--- src/rtl/uart_rx_fifo.sv ---
// rtl/uart_rx_fifo.sv - oversampled UART receiver feeding a first-word fall-through byte FIFO
module uart_rx_fifo #(
    parameter int DATA_BITS  = 8,
    parameter int OVERSAMPLE = 16,
    parameter int CLK_DIV    = 4,
    parameter int PARITY_EN  = 0,
    parameter int PARITY_ODD = 0,
    parameter int FIFO_DEPTH = 8
) (
    input  logic                              clk,
    input  logic                              rst_n,
    input  logic                              rx,
    input  logic                              rd_en,
    output logic [DATA_BITS-1:0]              rd_data,
    output logic                              empty,
    output logic                              full,
    output logic [$clog2(FIFO_DEPTH+1)-1:0]   count,
    output logic                              frame_err,
    output logic                              parity_err,
    output logic                              overrun
);
    localparam int CW = $clog2(FIFO_DEPTH + 1);
    localparam int AW = $clog2(FIFO_DEPTH);
    localparam int SW = $clog2(OVERSAMPLE);
    localparam int BW = (DATA_BITS > 1) ? $clog2(DATA_BITS) : 1;
    localparam int DW = (CLK_DIV > 1) ? $clog2(CLK_DIV) : 1;
    localparam logic HAS_PAR = (PARITY_EN != 0);
    localparam logic ODD     = (PARITY_ODD != 0);
    localparam logic [CW-1:0] DEPTH_C = CW'(FIFO_DEPTH);

    typedef enum logic [2:0] {S_IDLE, S_START, S_DATA, S_PARITY, S_STOP} state_t;

    logic                 rx_m, rx_s;
    logic [DW-1:0]        div;
    logic                 tick;
    state_t               state, state_n;
    logic [SW-1:0]        sc, sc_n;
    logic [BW-1:0]        bi, bi_n;
    logic [DATA_BITS-1:0] shreg, shreg_n;
    logic                 armed, armed_n;
    logic                 par_bad, par_bad_n;
    logic                 push, ferr_n, perr_n;
    logic                 pop, accept;
    logic [AW-1:0]        wr_ptr, rd_ptr;
    logic [DATA_BITS-1:0] mem [FIFO_DEPTH];

    always_ff @(posedge clk or negedge rst_n) begin
        if (!rst_n) begin
            rx_m <= 1'b1;
            rx_s <= 1'b1;
        end else begin
            rx_m <= rx;
            rx_s <= rx_m;
        end
    end

    always_ff @(posedge clk or negedge rst_n) begin
        if (!rst_n)
            div <= '0;
        else if (div == DW'(CLK_DIV - 1))
            div <= '0;
        else
            div <= div + 1'b1;
    end

    assign tick = (div == DW'(CLK_DIV - 1));

    always_ff @(posedge clk or negedge rst_n) begin
        if (!rst_n) begin
            state      <= S_IDLE;
            sc         <= '0;
            bi         <= '0;
            shreg      <= '0;
            armed      <= 1'b0;
            par_bad    <= 1'b0;
            frame_err  <= 1'b0;
            parity_err <= 1'b0;
            overrun    <= 1'b0;
        end else begin
            state      <= state_n;
            sc         <= sc_n;
            bi         <= bi_n;
            shreg      <= shreg_n;
            armed      <= armed_n;
            par_bad    <= par_bad_n;
            frame_err  <= ferr_n;
            parity_err <= perr_n;
            overrun    <= push & ~accept;
        end
    end

    // Every sample point is the tick where sc reaches its terminal value; START uses half a bit to land mid-bit.
    always_comb begin
        state_n   = state;
        sc_n      = sc;
        bi_n      = bi;
        shreg_n   = shreg;
        armed_n   = armed;
        par_bad_n = par_bad;
        push      = 1'b0;
        ferr_n    = 1'b0;
        perr_n    = 1'b0;
        if (tick) begin
            case (state)
                S_IDLE: begin
                    if (rx_s) begin
                        armed_n = 1'b1;
                    end else if (armed) begin
                        state_n = S_START;
                        sc_n    = '0;
                    end
                end
                S_START: begin
                    if (sc == SW'(OVERSAMPLE / 2 - 1)) begin
                        if (rx_s) begin
                            state_n = S_IDLE;
                        end else begin
                            state_n   = S_DATA;
                            sc_n      = '0;
                            bi_n      = '0;
                            shreg_n   = '0;
                            par_bad_n = 1'b0;
                        end
                    end else begin
                        sc_n = sc + 1'b1;
                    end
                end
                S_DATA: begin
                    if (sc == SW'(OVERSAMPLE - 1)) begin
                        sc_n         = '0;
                        shreg_n[bi]  = rx_s;
                        if (bi == BW'(DATA_BITS - 1))
                            state_n = HAS_PAR ? S_PARITY : S_STOP;
                        else
                            bi_n = bi + 1'b1;
                    end else begin
                        sc_n = sc + 1'b1;
                    end
                end
                S_PARITY: begin
                    if (sc == SW'(OVERSAMPLE - 1)) begin
                        sc_n      = '0;
                        par_bad_n = ((^shreg) ^ rx_s) != ODD;
                        state_n   = S_STOP;
                    end else begin
                        sc_n = sc + 1'b1;
                    end
                end
                S_STOP: begin
                    if (sc == SW'(OVERSAMPLE - 1)) begin
                        sc_n    = '0;
                        state_n = S_IDLE;
                        armed_n = 1'b0;
                        if (!rx_s)
                            ferr_n = 1'b1;
                        else if (par_bad)
                            perr_n = 1'b1;
                        else
                            push = 1'b1;
                    end else begin
                        sc_n = sc + 1'b1;
                    end
                end
                default: state_n = S_IDLE;
            endcase
        end
    end

    // A full FIFO still takes a byte when the same cycle pops the head.
    assign pop    = rd_en & (count != '0);
    assign accept = push & ((count != DEPTH_C) | rd_en);

    always_ff @(posedge clk or negedge rst_n) begin
        if (!rst_n) begin
            wr_ptr <= '0;
            rd_ptr <= '0;
            count  <= '0;
        end else begin
            if (accept)
                wr_ptr <= wr_ptr + 1'b1;
            if (pop)
                rd_ptr <= rd_ptr + 1'b1;
            case ({accept, pop})
                2'b10:   count <= count + 1'b1;
                2'b01:   count <= count - 1'b1;
                default: count <= count;
            endcase
        end
    end

    always_ff @(posedge clk) begin
        if (accept)
            mem[wr_ptr] <= shreg;
    end

    assign empty   = (count == '0);
    assign full    = (count == DEPTH_C);
    assign rd_data = empty ? '0 : mem[rd_ptr];

endmodule

--- config.mk ---
export PLATFORM = sky130hd
export DESIGN_NAME = uart_rx_fifo
export DESIGN_NICKNAME = d
export VERILOG_FILES = /design/src/rtl/uart_rx_fifo.sv
export SDC_FILE = /design/constraint.sdc
export NUM_CORES = 1
export LEC_CHECK = 0
export CORE_MARGIN = 10
export CORE_UTILIZATION = 54
export CTS_CLUSTER_DIAMETER = 200
export DETAILED_ROUTE_END_ITERATION = 12
export PLACE_DENSITY = 0.74
export SETUP_SLACK_MARGIN = 0.3
export SLEW_MARGIN = 20
export SYNTH_ARGS = -nofsm -noshare
export SYNTH_HDL_FRONTEND = slang
export SYNTH_SLANG_ARGS = --single-unit
--- constraint.sdc ---
create_clock -name clk -period 2.7 [get_ports clk]
set_input_delay 0.27 -clock clk [delete_from_list [all_inputs] [get_ports clk]]
set_output_delay 0.27 -clock clk [all_outputs]
set_load 0.01 [all_outputs]
Word-level counts from Yosys, hierarchy flattened
Memory sizes are Yosys's and may differ from the RTL's.
Index checks and enable logic that the tools add are counted.
{"block": "word_totals", "out_inout_bits": 17, "wordCells": 124, "reg_bits": 37, "mem_count": 1, "ramBits": 64, "input_bits": 4}
{"block": "op_classes", "bitwise_logic": 6, "eq_ne": 23, "n_mux": 53, "addsub": 7, "n_lt_le_gt_ge": 2, "reduce_logical": 17}
{"name": "mem", "depth": 8, "width": 8, "read_ports": 1, "rd_ports_with_merged_regs": 0, "write_ports": 1, "line_no": "45", "rtl": "logic [DATA_BITS-1:0] mem [FIFO_DEPTH];"}
{"cell": "$mux W3", "count": 11}
{"cell": "$mux W8", "count": 4}
{"cell": "$mux W1", "count": 22}
{"cell": "$mux W4", "count": 5}
{"cell": "$ne A2 B2 Y1 const B", "count": 10}
{"cell": "$pmux W8 S2", "count": 1}
{"cell": "$pmux W3 S5", "count": 1}
{"cell": "$reduce_and A5 Y1", "count": 3}
{"cell": "$pmux W4 S3", "count": 1}
{"cell": "$add A3 B1 Y3 const B", "count": 3}
{"cell": "$add A4 B1 Y4 const B", "count": 2}
{"cell": "$bwmux W8", "count": 1}
{"cell": "$eq A4 B4 Y1 const B", "count": 2}
{"cell": "$pmux W4 S2", "count": 1}
{"cell": "$reduce_and A8 Y1", "count": 1}
{"cell": "$reduce_bool A2 Y1", "count": 4}
{"cell": "$reduce_xor A8 Y1", "count": 1}
{"cell": "$eq A3 B2 Y1 const B", "count": 2}
{"cell": "$eq A3 B3 Y1 const B", "count": 2}
{"cell": "$pmux W3 S2", "count": 1}
{"cell": "$reduce_and A6 Y1", "count": 1}
{"cell": "$eq A2 B2 Y1 const B", "count": 2}
{"cell": "$eq A4 B3 Y1 const B", "count": 1}
{"cell": "$logic_not A4 Y1", "count": 1}
{"cell": "other kinds (21)", "count": 25}

Depth between registers and ports, before layout
{"block": "logic_depth", "word_depth": 8, "ltp_mapped": 11, "mapped_depth_nobuf": 11}

Least setup slack after synthesis
Ideal clock, no wire load.
{"block": "synth_timing", "kind": "reg2reg", "startpoint": "reg state[0]", "endpoint": "mem mem[0][0], enable pin", "t_required_ns": 2.305, "slack_ns": 0.081, "path_buffers": 1, "setup_ns": 0.395, "path_stages_with_launch": 6, "arrival_time_ns": 2.225, "period_less_slack_ns": 2.619, "path_cell_list": "dfrtp_1 > buf_6 > or3b_4 > nor4_4 > nand2_4 > nor4_1"}
{"block": "synth_via", "elab_chain_len": 6}
{"item": "start, declared", "line_no": "36", "rtl": "state_t state, state_n;"}
{"item": "start signal, assigned", "line_no": "80", "rtl": "state <= state_n;"}
{"item": "$eq A3 B3 Y1", "line_no": "104", "rtl": "case (state)"}
{"item": "$mux W1", "line_no": "104"}
{"item": "$mux W1", "line_no": "103", "rtl": "if (tick) begin"}
{"item": "$and A1 B1 Y1", "line_no": "171", "rtl": "assign accept = push & ((count != DEPTH_C) | rd_en);"}
{"item": "$mux W1", "line_no": "192", "rtl": "if (accept)"}
{"item": "$mux W1 (implied by the code)", "line_no": "193", "rtl": "mem[wr_ptr] <= shreg;"}
{"item": "end, declared", "line_no": "45"}
Every way passes these cells.

Worst setup path after layout
{"block": "layout_timing", "startpoint": "reg count[0]", "endpoint": "reg count[3]"}
{"block": "layout_via", "elab_chain_len": 5, "word_cells_on_any_way": 11}
{"item": "start, declared", "line_no": "17", "rtl": "output logic [$clog2(FIFO_DEPTH+1)-1:0] count,"}
{"item": "start signal, assigned", "line_no": "184", "rtl": "2'b10: count <= count + 1'b1;"}
{"item": "start signal, assigned", "line_no": "185", "rtl": "2'b01: count <= count - 1'b1;"}
{"item": "start signal, assigned", "line_no": "186", "rtl": "default: count <= count;"}
{"item": "$ne A4 B4 Y1", "line_no": "171"}
{"item": "$or A1 B1 Y1", "line_no": "171"}
{"item": "$and A1 B1 Y1", "line_no": "171"}
{"item": "$eq A2 B1 Y1 / $eq A2 B2 Y1 (equally long branches)", "line_no": "183", "rtl": "case ({accept, pop})"}
{"item": "$pmux W4 S2 / $reduce_bool A2 Y1 (equally long branches)"}
Several ways; a longest one is shown, not always the timed one.
A chain may end at the register's enable or synchronous reset.

==> impl_metrics.json <==
{
  "run_status": "complete, but fails checks",
  "failed_checks": "negative hold slack",
  "firstDrtPassIters": 4,
  "syn-num-nets": 321,
  "yosysUniqueCellTypes": 53,
  "number_of_nets_in_the_finished_design": 364,
  "track_usage_pct": 13.4,
  "place_worst_setup_slack_ps": 199,
  "whs_ps": -15.2,
  "final.fill_count": 580,
  "power.switching_fraction_pct": 32.5,
  "routabilityCongestion": 0.820,
  "ys_top_cells_by_area": "sky130_fd_sc_hd__edfxtp_1 42%, sky130_fd_sc_hd__dfrtp_1 19%, sky130_fd_sc_hd__mux4_2 7.9%",
  "kind_of_critical_path": "reg2reg",
  "post_synthesis_cell_type_with_the_largest_combined_area": "sky130_fd_sc_hd__edfxtp_1",
  "crit_path_setup_slack_layout_ps": 402,
  "arrival_time_worst_endpoint_ps": 2600,
  "drt-total-wl_mm": 8.51,
  "dpl.hpwl_mm": 5.57,
  "worst_min_delay_path_category": "in2async",
  "area.growth.synth_to_final_pct": 16.8,
  "fin_worst_skew_ps": 11.3,
  "timing.critical_path.to_type": "flop",
  "synth.yosys.seq_area_share_pct": 62.7,
  "clkPwrFrac_pct": 21.6,
  "layout_min_cycle_time_ps": 2300,
  "cts_max_level": 3,
  "global_route.overflow_total": 0,
  "cp_data_required_time_ps": 3000,
  "placement_rows": 33,
  "ys_warn_count": 0,
  "cts.path.max_buffers": 2,
  "max_freq_mhz": 435,
  "floorplan.io_pins": 21,
  "die_width_um": 112,
  "critPathLaunchType": "flop",
  "fp.coreArea_mm2": 0.00822,
  "tritoncts": "yes",
  "worst_pin_slew_ps": 800,
  "cts-buffers-inserted": 9,
  "power.leakage_uw": 0.00213,
  "setup_violating_endpoint_count_in_the_final_report": 0,
  "cellInternalPower_uw": 2880,
  "antenna_left": 0,
  "fin_setup_tns_ps": 0,
  "die_area_mm2": 0.0125,
  "insertedDiodeCount": 0,
  "clock-root-buffer": "sky130_fd_sc_hd__clkbuf_8",
  "netlist.area_leader.share_pct": 42.3,
  "via_count_of_the_first_global_routing_pass": 2617,
  "number_of_flops_mapped_to_enable_cells_by_yosys": 64,
  "clock_sink_count": 101,
  "ir_worst_vdd_uv": 443,
  "vert_die_dim_um": 112,
  "post-route-drc-count": 0,
  "report.final.slew_viol_count": 0,
  "post_drt_wl_per_cell_um": 18.5,
  "post_drt_via_cell_ratio": 5.86,
  "syn_avg_cell_area_um2": 14.8,
  "period_share_pct": 85.1,
  "timing.final.hold_violations": 35,
  "worstSkewPairLatency_ps": 370,
  "share_seq_of_total_power_pct": 46.2,
  "drt-initial-drc-count": 150,
  "floorplan.initialDensity_pct": 55.4,
  "combPwrFrac_pct": 32.2,
  "cellPowerDensity_mw_per_mm2": 801,
  "ys_seq_elements": 101,
  "synthCells": 308,
  "rsz0062_at_grt": "no",
  "synthFlopType": "sky130_fd_sc_hd__edfxtp_1",
  "grt_first_pass_wirelength_mm": 13.6,
  "clk_pin_slew_ps": 100,
  "antenna_violations_before_repair": 0,
  "synth_async_sr_flop_share_pct": 36.6,
  "summed_instance_area_of_the_synthesized_netlist_mm2": 0.00455,
  "layout_cells_sized_above_1_pct": 26.1,
  "buffer_ports.inserted": 20,
  "slew-limit-headroom_pct": 46.7,
  "netSwitchingPower_uw": 1380,
  "critical_path.max_fanout": 8,
  "largest_net_degree_at_the_start_of_global_routing": 38,
  "vias": 2703,
  "maxCapViolCount": 0
}
worst max-delay path, stage by stage (launching register included):
cell	delay, ps
sky130_fd_sc_hd__dfrtp_2	490
sky130_fd_sc_hd__nor3_1	240
sky130_fd_sc_hd__nand3b_1	280
sky130_fd_sc_hd__nand2_4	190
sky130_fd_sc_hd__ha_2	230
sky130_fd_sc_hd__or3b_2	450
sky130_fd_sc_hd__a31oi_1	200
sky130_fd_sc_hd__xor2_1	150
metrics by stage:
stage | instance area [um^2] | std cells | utilization, % | power, uW
floorplan | 4570 | 308 | - | 2800
global placement | 4970 | 436 | 60.5 | 3270
detailed placement | 4970 | 436 | 60.5 | 3320
CTS | 5180 | 454 | 63.0 | 4220
global route | 5310 | 461 | 64.7 | 4500
finish | 5310 | 461 | 64.7 | 4260
cells by family (layout without fill, tap and decap cells):
| family | count (synthesis) | count (layout) | synth area share (%) |
|---|---|---|---|
| simple gates | 79 | 79 | 10.4 |
| mux | 32 | 32 | 11.7 |
| compound gates | 49 | 49 | 7.15 |
| buf+inv | 22 | 70 | 2.20 |
| flops | 101 | 101 | 62.7 |
| fa+ha+maj | 9 | 9 | 2.48 |
| xor+xnor | 16 | 16 | 3.38 |
power groups by stage:
stage	Sequential [uW]	Clock [uW]	Combinational [uW]
global route	1990	1010	1500
global placement	1970	0	1300
detailed placement	1980	0	1330
CTS	1950	932	1340
floorplan	1870	0	929
finish	1970	920	1370
placed cells by master, fill, tap and decap left out, types with 2 or more instances in the layout:
cell type,netlist,layout
sky130_fd_sc_hd__a2111oi_0,2,2
sky130_fd_sc_hd__a211o_1,2,2
sky130_fd_sc_hd__a21oi_2,1,2
sky130_fd_sc_hd__a31oi_1,8,8
sky130_fd_sc_hd__buf_4,1,25
sky130_fd_sc_hd__clkbuf_8,0,9
sky130_fd_sc_hd__clkdlybuf4s50_1,0,11
sky130_fd_sc_hd__clkinvlp_4,0,2
sky130_fd_sc_hd__dfrtp_1,35,31
sky130_fd_sc_hd__dfrtp_2,0,4
sky130_fd_sc_hd__dfstp_2,2,2
sky130_fd_sc_hd__dlymetal6s2s_1,0,8
sky130_fd_sc_hd__edfxtp_1,64,64
sky130_fd_sc_hd__ha_1,9,4
sky130_fd_sc_hd__ha_2,0,2
sky130_fd_sc_hd__ha_4,0,3
sky130_fd_sc_hd__inv_1,7,7
sky130_fd_sc_hd__inv_8,0,3
sky130_fd_sc_hd__mux2_2,4,4
sky130_fd_sc_hd__mux2i_1,10,9
sky130_fd_sc_hd__mux4_2,16,16
sky130_fd_sc_hd__nand2_1,11,10
sky130_fd_sc_hd__nand2b_1,8,8
sky130_fd_sc_hd__nand3_1,4,3
sky130_fd_sc_hd__nand3b_1,2,2
sky130_fd_sc_hd__nand4_1,2,2
sky130_fd_sc_hd__nor2_1,18,18
sky130_fd_sc_hd__nor2b_1,3,3
sky130_fd_sc_hd__nor3_1,10,10
sky130_fd_sc_hd__nor3b_1,2,2
sky130_fd_sc_hd__nor4_1,4,3
sky130_fd_sc_hd__nor4_4,2,2
sky130_fd_sc_hd__o21a_1,4,4
sky130_fd_sc_hd__o21ai_0,14,14
sky130_fd_sc_hd__o31ai_1,11,11
sky130_fd_sc_hd__or3b_2,3,3
sky130_fd_sc_hd__xnor2_1,9,9
sky130_fd_sc_hd__xor2_1,6,6
synth_stat cells (2+ instances only):
cell	n
sky130_fd_sc_hd__a2111oi_0	2
sky130_fd_sc_hd__a211o_1	2
sky130_fd_sc_hd__a21oi_1	2
sky130_fd_sc_hd__a31oi_1	8
sky130_fd_sc_hd__buf_1	2
sky130_fd_sc_hd__buf_2	5
sky130_fd_sc_hd__clkbuf_1	6
sky130_fd_sc_hd__dfrtp_1	35
sky130_fd_sc_hd__dfstp_2	2
sky130_fd_sc_hd__edfxtp_1	64
sky130_fd_sc_hd__ha_1	9
sky130_fd_sc_hd__inv_1	7
sky130_fd_sc_hd__mux2_2	4
sky130_fd_sc_hd__mux2i_1	10
sky130_fd_sc_hd__mux4_2	16
sky130_fd_sc_hd__nand2_1	11
sky130_fd_sc_hd__nand2b_1	8
sky130_fd_sc_hd__nand3_1	4
sky130_fd_sc_hd__nand3b_1	2
sky130_fd_sc_hd__nand4_1	2
sky130_fd_sc_hd__nor2_1	18
sky130_fd_sc_hd__nor2b_1	3
sky130_fd_sc_hd__nor3_1	10
sky130_fd_sc_hd__nor3b_1	2
sky130_fd_sc_hd__nor4_1	4
sky130_fd_sc_hd__nor4_4	2
sky130_fd_sc_hd__o21a_1	4
sky130_fd_sc_hd__o21ai_0	14
sky130_fd_sc_hd__o31ai_1	11
sky130_fd_sc_hd__or3b_2	3
sky130_fd_sc_hd__xnor2_1	9
sky130_fd_sc_hd__xor2_1	6
per-layer routing:
metal  share of wire, %  vias to the layer above  track usage, %
li1                   -                     1261               -
met2                 52                       60            22.4
met3                4.5                       13            2.74
met4                1.4                        0            5.14
met1                 42                     1369            16.6
met5                  0                        -               0
what timing repair did:
| action | in CTS | in global routing |
|---|---|---|
| setup endpoints to repair | 10 | 10 |
| pin swaps | 2 | 7 |
| buffers inserted | 2 | 6 |
| hold buffers | 0 | 0 |
| resized for setup | 2 | 20 |
| cloned | 0 | 1 |
registers in the layout, summed over array words and instances, names as in the netlist:
signal / count
mem: 64
shreg: 8
count: 4
sc: 4
bi: 3
rd_ptr: 3
state: 3
wr_ptr: 3
div: 2
armed: 1
frame_err: 1
overrun: 1
par_bad: 1
parity_err: 1
rx_m: 1
rx_s: 1
final timing paths:
kind,from,slack [ps],end,cells past startpoint
max,count[0],400,count[3],7
min,rst_n,-20,wr_ptr[0],1
max reg2reg,count[0],400,count[3],7
min reg2reg,rx_m,360,rx_s,0
max in group asynchronous,rst_n,2170,count[0],1
min in group clk,rx,330,rx_m,1
area by class of cell:
class,count,area [um^2],share of cell area (%)
Inverter,7,26.3,0.495
Sequential cell,101,2860,53.7
Clock inverter,7,66.3,1.25
Tap cell,105,131,2.47
Timing Repair Buffer,47,448,8.43
Clock buffer,9,124,2.33
Multi-Input combinational cell,185,1660,31.3
No activity file was read; power rests on OpenSTA's default activity.
